==> src/rtl/pc_pkg.sv <==
// Shared definitions for the program-counter unit.
//   redir_kind_e : encoding of the redirect kind carried on redir_kind
//   DEFAULT_*    : default vectors and sizing used by pc_unit parameters
package pc_pkg;

    typedef enum logic [1:0] {
        KIND_JUMP = 2'd0,
        KIND_CALL = 2'd1,
        KIND_RET  = 2'd2,
        KIND_ERET = 2'd3
    } redir_kind_e;

    localparam logic [31:0] DEFAULT_RESET_VECTOR = 32'h0000_0000;
    localparam logic [31:0] DEFAULT_TRAP_VECTOR  = 32'h0000_0080;
    localparam int unsigned DEFAULT_INC          = 32'd4;
    localparam int unsigned DEFAULT_RAS_DEPTH    = 32'd4;

endpackage

==> src/rtl/pc_ras.sv <==
// Circular return-address stack. The newest entry is always on top; a push
// while full overwrites the oldest entry and raises the sticky ovf flag, a pop
// while empty leaves the stack alone and raises the sticky unf flag.
// State changes on the falling edge of clk.
//   clk, rst_n  : clock (falling-edge active) and async active-low reset
//   push, pop   : stack operations (push wins if both are asserted)
//   push_data   : value pushed
//   top         : current top entry (meaningful only when !empty)
//   empty, full : occupancy status
//   ovf, unf    : sticky overflow / underflow, cleared only by reset
module pc_ras #(
    parameter int unsigned WIDTH     = 32,
    parameter int unsigned RAS_DEPTH = 4
) (
    input  logic             clk,
    input  logic             rst_n,
    input  logic             push,
    input  logic             pop,
    input  logic [WIDTH-1:0] push_data,
    output logic [WIDTH-1:0] top,
    output logic             empty,
    output logic             full,
    output logic             ovf,
    output logic             unf
);

    localparam int unsigned PTR_W = (RAS_DEPTH > 1) ? $clog2(RAS_DEPTH) : 1;
    localparam int unsigned CNT_W = PTR_W + 1;
    localparam logic [CNT_W-1:0] DEPTH_C = CNT_W'(RAS_DEPTH);

    logic [WIDTH-1:0] mem_r [RAS_DEPTH];
    logic [PTR_W-1:0] top_ptr_r;
    logic [CNT_W-1:0] count_r;
    logic             ovf_r;
    logic             unf_r;
    logic [PTR_W-1:0] push_ptr_s;
    logic [PTR_W-1:0] pop_ptr_s;

    // Depth is a power of two, so pointer arithmetic wraps the ring for free.
    assign push_ptr_s = top_ptr_r + PTR_W'(1);
    assign pop_ptr_s  = top_ptr_r - PTR_W'(1);

    // Stack storage, pointer, occupancy and sticky error flags.
    always_ff @(negedge clk or negedge rst_n) begin
        if (!rst_n) begin
            for (int i = 0; i < int'(RAS_DEPTH); i++) begin
                mem_r[i] <= '0;
            end
            top_ptr_r <= '0;
            count_r   <= '0;
            ovf_r     <= 1'b0;
            unf_r     <= 1'b0;
        end else if (push) begin
            mem_r[push_ptr_s] <= push_data;
            top_ptr_r         <= push_ptr_s;
            if (count_r == DEPTH_C) begin
                // Oldest entry was just overwritten; occupancy stays at depth.
                ovf_r <= 1'b1;
            end else begin
                count_r <= count_r + CNT_W'(1);
            end
        end else if (pop) begin
            if (count_r == '0) begin
                unf_r <= 1'b1;
            end else begin
                top_ptr_r <= pop_ptr_s;
                count_r   <= count_r - CNT_W'(1);
            end
        end else begin
            top_ptr_r <= top_ptr_r;
        end
    end

    assign top   = mem_r[top_ptr_r];
    assign empty = (count_r == '0);
    assign full  = (count_r == DEPTH_C);
    assign ovf   = ovf_r;
    assign unf   = unf_r;

endmodule

==> src/rtl/pc_unit.sv <==
// Program-counter unit for the fetch front end. Holds the fetch PC and the
// exception PC, selects the next PC by priority (trap > stall > redirect >
// sequential) and drives the return-address stack for CALL/RET.
// All state updates on the falling edge of clk.
//   clk, rst_n           : clock (falling-edge active), async active-low reset
//   stall                : hold PC; does not block trap
//   redir_valid/kind/target : redirect request (JUMP/CALL/RET/ERET)
//   trap                 : exception request, jumps to TRAP_VECTOR
//   cur_pc               : registered current PC
//   nxt_pc               : combinational next PC
//   epc                  : PC of the last trapping instruction
//   ras_empty/full/ovf/unf : return-address stack status
module pc_unit
    import pc_pkg::*;
#(
    parameter int unsigned       WIDTH        = 32,
    parameter int unsigned       INC          = DEFAULT_INC,
    parameter logic [WIDTH-1:0]  RESET_VECTOR = WIDTH'(DEFAULT_RESET_VECTOR),
    parameter logic [WIDTH-1:0]  TRAP_VECTOR  = WIDTH'(DEFAULT_TRAP_VECTOR),
    parameter int unsigned       RAS_DEPTH    = DEFAULT_RAS_DEPTH
) (
    input  logic             clk,
    input  logic             rst_n,
    input  logic             stall,
    input  logic             redir_valid,
    input  logic [1:0]       redir_kind,
    input  logic [WIDTH-1:0] redir_target,
    input  logic             trap,
    output logic [WIDTH-1:0] cur_pc,
    output logic [WIDTH-1:0] nxt_pc,
    output logic [WIDTH-1:0] epc,
    output logic             ras_empty,
    output logic             ras_full,
    output logic             ras_ovf,
    output logic             ras_unf
);

    logic [WIDTH-1:0] cur_pc_r;
    logic [WIDTH-1:0] epc_r;
    logic [WIDTH-1:0] pc_inc_s;
    logic [WIDTH-1:0] nxt_pc_s;
    logic [WIDTH-1:0] ras_top_s;
    logic             ras_empty_s;
    logic             push_s;
    logic             pop_s;
    logic             epc_load_s;

    // Sequential successor; wraps modulo 2^WIDTH by construction.
    assign pc_inc_s = cur_pc_r + WIDTH'(INC);

    // Next-PC priority mux and RAS / epc control strobes.
    always_comb begin
        nxt_pc_s   = pc_inc_s;
        push_s     = 1'b0;
        pop_s      = 1'b0;
        epc_load_s = 1'b0;
        if (trap) begin
            nxt_pc_s   = TRAP_VECTOR;
            epc_load_s = 1'b1;
        end else if (stall) begin
            nxt_pc_s = cur_pc_r;
        end else if (redir_valid) begin
            case (redir_kind_e'(redir_kind))
                KIND_ERET: nxt_pc_s = epc_r;
                KIND_RET: begin
                    // Pop is issued even when empty so the stack records underflow.
                    pop_s = 1'b1;
                    if (!ras_empty_s) begin
                        nxt_pc_s = ras_top_s;
                    end else begin
                        nxt_pc_s = redir_target;
                    end
                end
                KIND_CALL: begin
                    nxt_pc_s = redir_target;
                    push_s   = 1'b1;
                end
                KIND_JUMP: nxt_pc_s = redir_target;
                default:   nxt_pc_s = pc_inc_s;
            endcase
        end else begin
            nxt_pc_s = pc_inc_s;
        end
    end

    // PC and exception-PC registers.
    always_ff @(negedge clk or negedge rst_n) begin
        if (!rst_n) begin
            cur_pc_r <= RESET_VECTOR;
            epc_r    <= '0;
        end else begin
            cur_pc_r <= nxt_pc_s;
            if (epc_load_s) begin
                epc_r <= cur_pc_r;
            end else begin
                epc_r <= epc_r;
            end
        end
    end

    pc_ras #(
        .WIDTH     (WIDTH),
        .RAS_DEPTH (RAS_DEPTH)
    ) u_ras (
        .clk       (clk),
        .rst_n     (rst_n),
        .push      (push_s),
        .pop       (pop_s),
        .push_data (pc_inc_s),
        .top       (ras_top_s),
        .empty     (ras_empty_s),
        .full      (ras_full),
        .ovf       (ras_ovf),
        .unf       (ras_unf)
    );

    assign cur_pc    = cur_pc_r;
    assign nxt_pc    = nxt_pc_s;
    assign epc       = epc_r;
    assign ras_empty = ras_empty_s;

endmodule

==> config.mk <==
export PLATFORM = sky130hd
export DESIGN_NAME = pc_unit
export DESIGN_NICKNAME = d
export VERILOG_FILES = /design/src/rtl/pc_pkg.sv /design/src/rtl/pc_ras.sv /design/src/rtl/pc_unit.sv
export SDC_FILE = /design/constraint.sdc
export NUM_CORES = 1
export LEC_CHECK = 0
export CORE_MARGIN = 1
export CORE_UTILIZATION = 59
export DETAILED_ROUTE_END_ITERATION = 8
export HOLD_SLACK_MARGIN = 0.03
export PLACE_DENSITY = 0.86
export SYNTH_ARGS = -nofsm -noshare
export SYNTH_HDL_FRONTEND = slang
export SYNTH_SLANG_ARGS = --single-unit
==> constraint.sdc <==
create_clock -name clk -period 7.95 [get_ports clk]
set_clock_uncertainty 0.05 [all_clocks]
set_input_delay 1.59 -clock clk [delete_from_list [all_inputs] [get_ports clk]]
set_output_delay 1.59 -clock clk [all_outputs]
set_load 0.1 [all_outputs]
==> metrics.cfg, run 1 <==
[status]
outcome=did not finish
haltStage=global routing (5_1_grt)
error=[ERROR GRT-0232] Routing congestion too high. Check the congestion heatmap in the GUI.

[clock_tree]
numCtsBuffers=17
clock_sinks=199
ctsLongestPathBuffers=2
hold_buffers=0
cts-root-buf=clkbuf_16
h-tree-depth=4

[synthesis]
ys_types=69
yosys_warnings=0
ys_ff_latch=199
synth_common_cells=dfrtn_1, nand2_1, o21ai_0
synth_area_leaders=dfrtn_1, mux4_2, o21ai_0, nand2_1, mux2_2
synth_flop_cell=dfrtn_1
synth_xor_area_share_pct=2.98
syn_inst=884
synth_mux_area_share_pct=13.7
synthAdderAreaFrac_pct=0.856
netlist.area_leader.share_pct=51.6
synth_area_per_cell_um2=10.9
yosysMostFrequentCell=dfrtn_1
synth-edff-count=0
ys_seq_area_share_pct=51.6
syn_area_um2=9650
synth_area_leader_cell=dfrtn_1
yosys.area_share.simple_pct=11.9
synth-compound-area-share_pct=15.4
async_reset_ff_share_pct=100
syn_nets=929
synth_top_family_by_area=compound AO/OA/AOI/OAI gates

[grt]
grt_max_degree=67
overflow=95
antenna_found_initial=10
track_usage_pct=83.8

[placement]
dp_hpwl_um=21900
place_inst=1260
io_buffer_count=138
gp_congestion=0.939
placed_area_um2=12500

[timing]
crit_endpoint=nxt_pc[31]
endpoint_type=output port

[floorplanning]
dieWidth_um=130
initial_core_util_pct=60.5
chipHeight_um=130
io_pins=139
num_rows=46

per-stage QoR:
| stage | hold slack (ps) | worst slack [ps] | TNS, ps |
|---|---|---|---|
| detailed placement | 357 | 58.9 | 0 |
| floorplan | 355 | -1180 | -17910 |
| CTS | 357 | -354 | -4280 |
| global placement | 353 | 86.8 | 0 |
metal layers:
metal	track usage (%)	overflow
met1	82.2	5
met3	77.2	4
met5	49.4	0
met4	82.1	39
met2	95.0	47
kinds of logic after synthesis:
group	after synthesis
multiplexers	86
AO/OA/AOI/OAI	231
XOR/XNOR	32
AND/OR/NAND/NOR	247
adder cells (fa/ha/maj)	6
buffers and inverters	83
flip-flops	199
repair_timing:
item,4_1_cts
gates cloned,1
pin swaps,53
buffers inserted,34
endpoints found under the setup margin,32
gates resized for setup,83
==> run 2: changes to the inputs <==
--- a/config.mk
+++ b/config.mk
@@ -6,10 +6,9 @@
 export NUM_CORES = 1
 export LEC_CHECK = 0
 export CORE_MARGIN = 1
-export CORE_UTILIZATION = 59
+export CORE_UTILIZATION = 40
 export DETAILED_ROUTE_END_ITERATION = 8
-export HOLD_SLACK_MARGIN = 0.03
-export PLACE_DENSITY = 0.86
+export PLACE_DENSITY_LB_ADDON = 0.15
 export SYNTH_ARGS = -nofsm -noshare
 export SYNTH_HDL_FRONTEND = slang
 export SYNTH_SLANG_ARGS = --single-unit
==> run 2 against run 1 <==
  * The flow now finishes, with violations (negative setup slack)
  * Synthesized cell count unchanged
  * Synthesized area stayed put
==> metrics.cfg, run 2 <==
[status]
outcome=finished with violations
violations=negative setup slack

[clock_tree]
cts.clk_slew.worst_paths_ps=60
cts-root-buf=clkbuf_16
clock_sinks=199  ; unchanged
ctsLongestPathBuffers=2  ; unchanged
clkLatencyLatePin_ps=420
cts_tree=built
numCtsBuffers=17  ; unchanged
h-tree-depth=4  ; unchanged

[cells_and_area]
largest_reg_flops=128
syn_to_final_growth_pct=46.7
drive_above_1_share_pct=41.8
nNetsFinal=1160
regMostFlops=u_ras.mem_r
final_common_cell=dfrtn_1
final_cell_area_um2=14200
n_antenna_cell=0
final_cells=1447
final_cell_mix=dfrtn_1, buf_4, nand2_1

[synthesis]
synth_area_leader_cell=dfrtn_1
syn_nets=929  ; unchanged
synth_area_leaders=dfrtn_1, mux4_2, o21ai_0, nand2_1, mux2_2
netlist.area_leader.share_pct=51.6  ; unchanged
synth_area_per_cell_um2=10.9  ; unchanged
ys_seq_area_share_pct=51.6  ; unchanged
synth-edff-count=0  ; unchanged
ys_ff_latch=199  ; unchanged
synth_flop_cell=dfrtn_1
syn_inst=884  ; unchanged
async_reset_ff_share_pct=100  ; unchanged
ys_types=69  ; unchanged
synth_common_cells=dfrtn_1, nand2_1, o21ai_0
yosys_warnings=0  ; unchanged
yosysMostFrequentCell=dfrtn_1
syn_area_um2=9650  ; unchanged

[setup_path]
crit_buf_inv=2
crit_chain=and4_4 > or4b_4 > buf_8 > nor2_8 > xnor2_2 > a2111oi_4 > buf_12
arrival_ps=6550
crit_slowest_cell=or4b_4
crit_family=simple AND/OR/NAND/NOR gates
crit_path_end_kind=primary output
startpoint_type=flip-flop
worst-setup-path-type=flip-flop to primary output
max_stage_delay_ps=520
critPathRequiredTime_ps=6310
crit_fanout=5

[floorplanning]
chipHeight_um=157  ; +21%
initial_core_util_pct=41.0  ; -20 points
io_pins=139  ; unchanged
num_rows=56  ; +22%
dieArea_um2=24700
dieWidth_um=157  ; +21%
coreArea_um2=23500

[grt]
overflow=0
track_usage_pct=27.1
grt_pass1_wl_um=49300
grt_max_degree=66
grt_pass1_vias=8188
antenna_found_initial=0

[timing]
slew_headroom_pct=57.6
hold_ws_ps=359
tightest_slew_ps=632
finalSetupViolCount=31
setup_ws_ps=-243
hold_viol=0
drv_slew=0
rsz0062_at_grt=yes

[pwr]
power_leakage_uw=0.00622
power_uw=3710
ir_drop_mv=0.172
p_per_area_nw_per_um2=262

[drt]
via_per_inst=5.64
drt_first_pass_iters=6
avgRoutedWirePerCell_um=22.1
drt_wl_total_um=31900
drtIter0Drc=592
antenna_left=0
vias=8154
drc=0

[run]
cap_violations=0

[placement]
dp_hpwl_um=22300  ; +1.9%
placed_area_um2=12700  ; +1.4%
gp_congestion=0.883  ; -6.0%
place_inst=1371  ; +8.8%
io_buffer_count=138  ; unchanged

[hold_path]
hp-class=flip-flop to flip-flop

==> run 2: repair_timing <==
action                     CTS  global route
setup buffers               35            10
pin swaps                   52            33
setup endpoints to repair   31            32
resized for setup           84            13
gates cloned                 3             0
hold buffers                 0             0
==> run 2: final cells by class <==
cell class	count	area, µm²
clock buffer	17	425
sequential	199	4980
inverter	15	56.3
fill	1906	9390
clock inverter	15	203
timing repair buffer	280	2880
tap	319	399
multi-input combinational	602	5210
==> run 2: power by group <==
group          total [µW]  switching, µW  internal, µW
clock network         925            480           445
registers            1280           98.5          1180
logic                1510            909           600
==> run 2: final timing paths <==
check                                         from            endpoint  slack, ps  depth (start not counted)
worst max register to register  u_ras.top_ptr_r[0]          cur_pc[20]       5660                          8
worst max-delay path                    cur_pc[12]          nxt_pc[23]       -240                          7
worst min-delay path                     u_ras.ovf           u_ras.ovf        360                          1
max in group asynchronous                    rst_n  u_ras.top_ptr_r[0]       2120                          2
worst min register to register           u_ras.ovf           u_ras.ovf        360                          1
min in group asynchronous                    rst_n              epc[9]       4990                          1
==> run 2: logic make-up (layout without fill, tap and decap cells) <==
group | count (synthesis) | in the layout | share of synthesized area, %
adders and majority gates | 6 | 6 | 0.856
buffers and inverters | 83 | 327 | 3.51
and+or+nand+nor | 247 | 247 | 11.9
DFF | 199 | 199 | 51.6
muxes | 86 | 86 | 13.7
AOI/OAI and AO/OA | 231 | 231 | 15.4
xor gates and xnor gates | 32 | 32 | 2.98
==> run 2: metrics by stage <==
stage,setup TNS (ps),setup slack [ps],utilization [%]
after floorplan,-17910,-1180,-
after global placement,0,30.7,53.8
after detailed placement,0,26.3,53.8
after CTS,-4420,-260,59.8
after global routing,-6400,-365,60.1
final,-3430,-243,60.1
==> run 2: metal layers <==
layer	up-vias	track usage (%)	routed length (µm)
met5	-	0	0
met4	0	7.77	584
met3	42	5.07	2160
met2	272	40.6	14500
met1	4159	39.9	14700
li1	3681	-	-
Power figures use the tool's default switching activity.
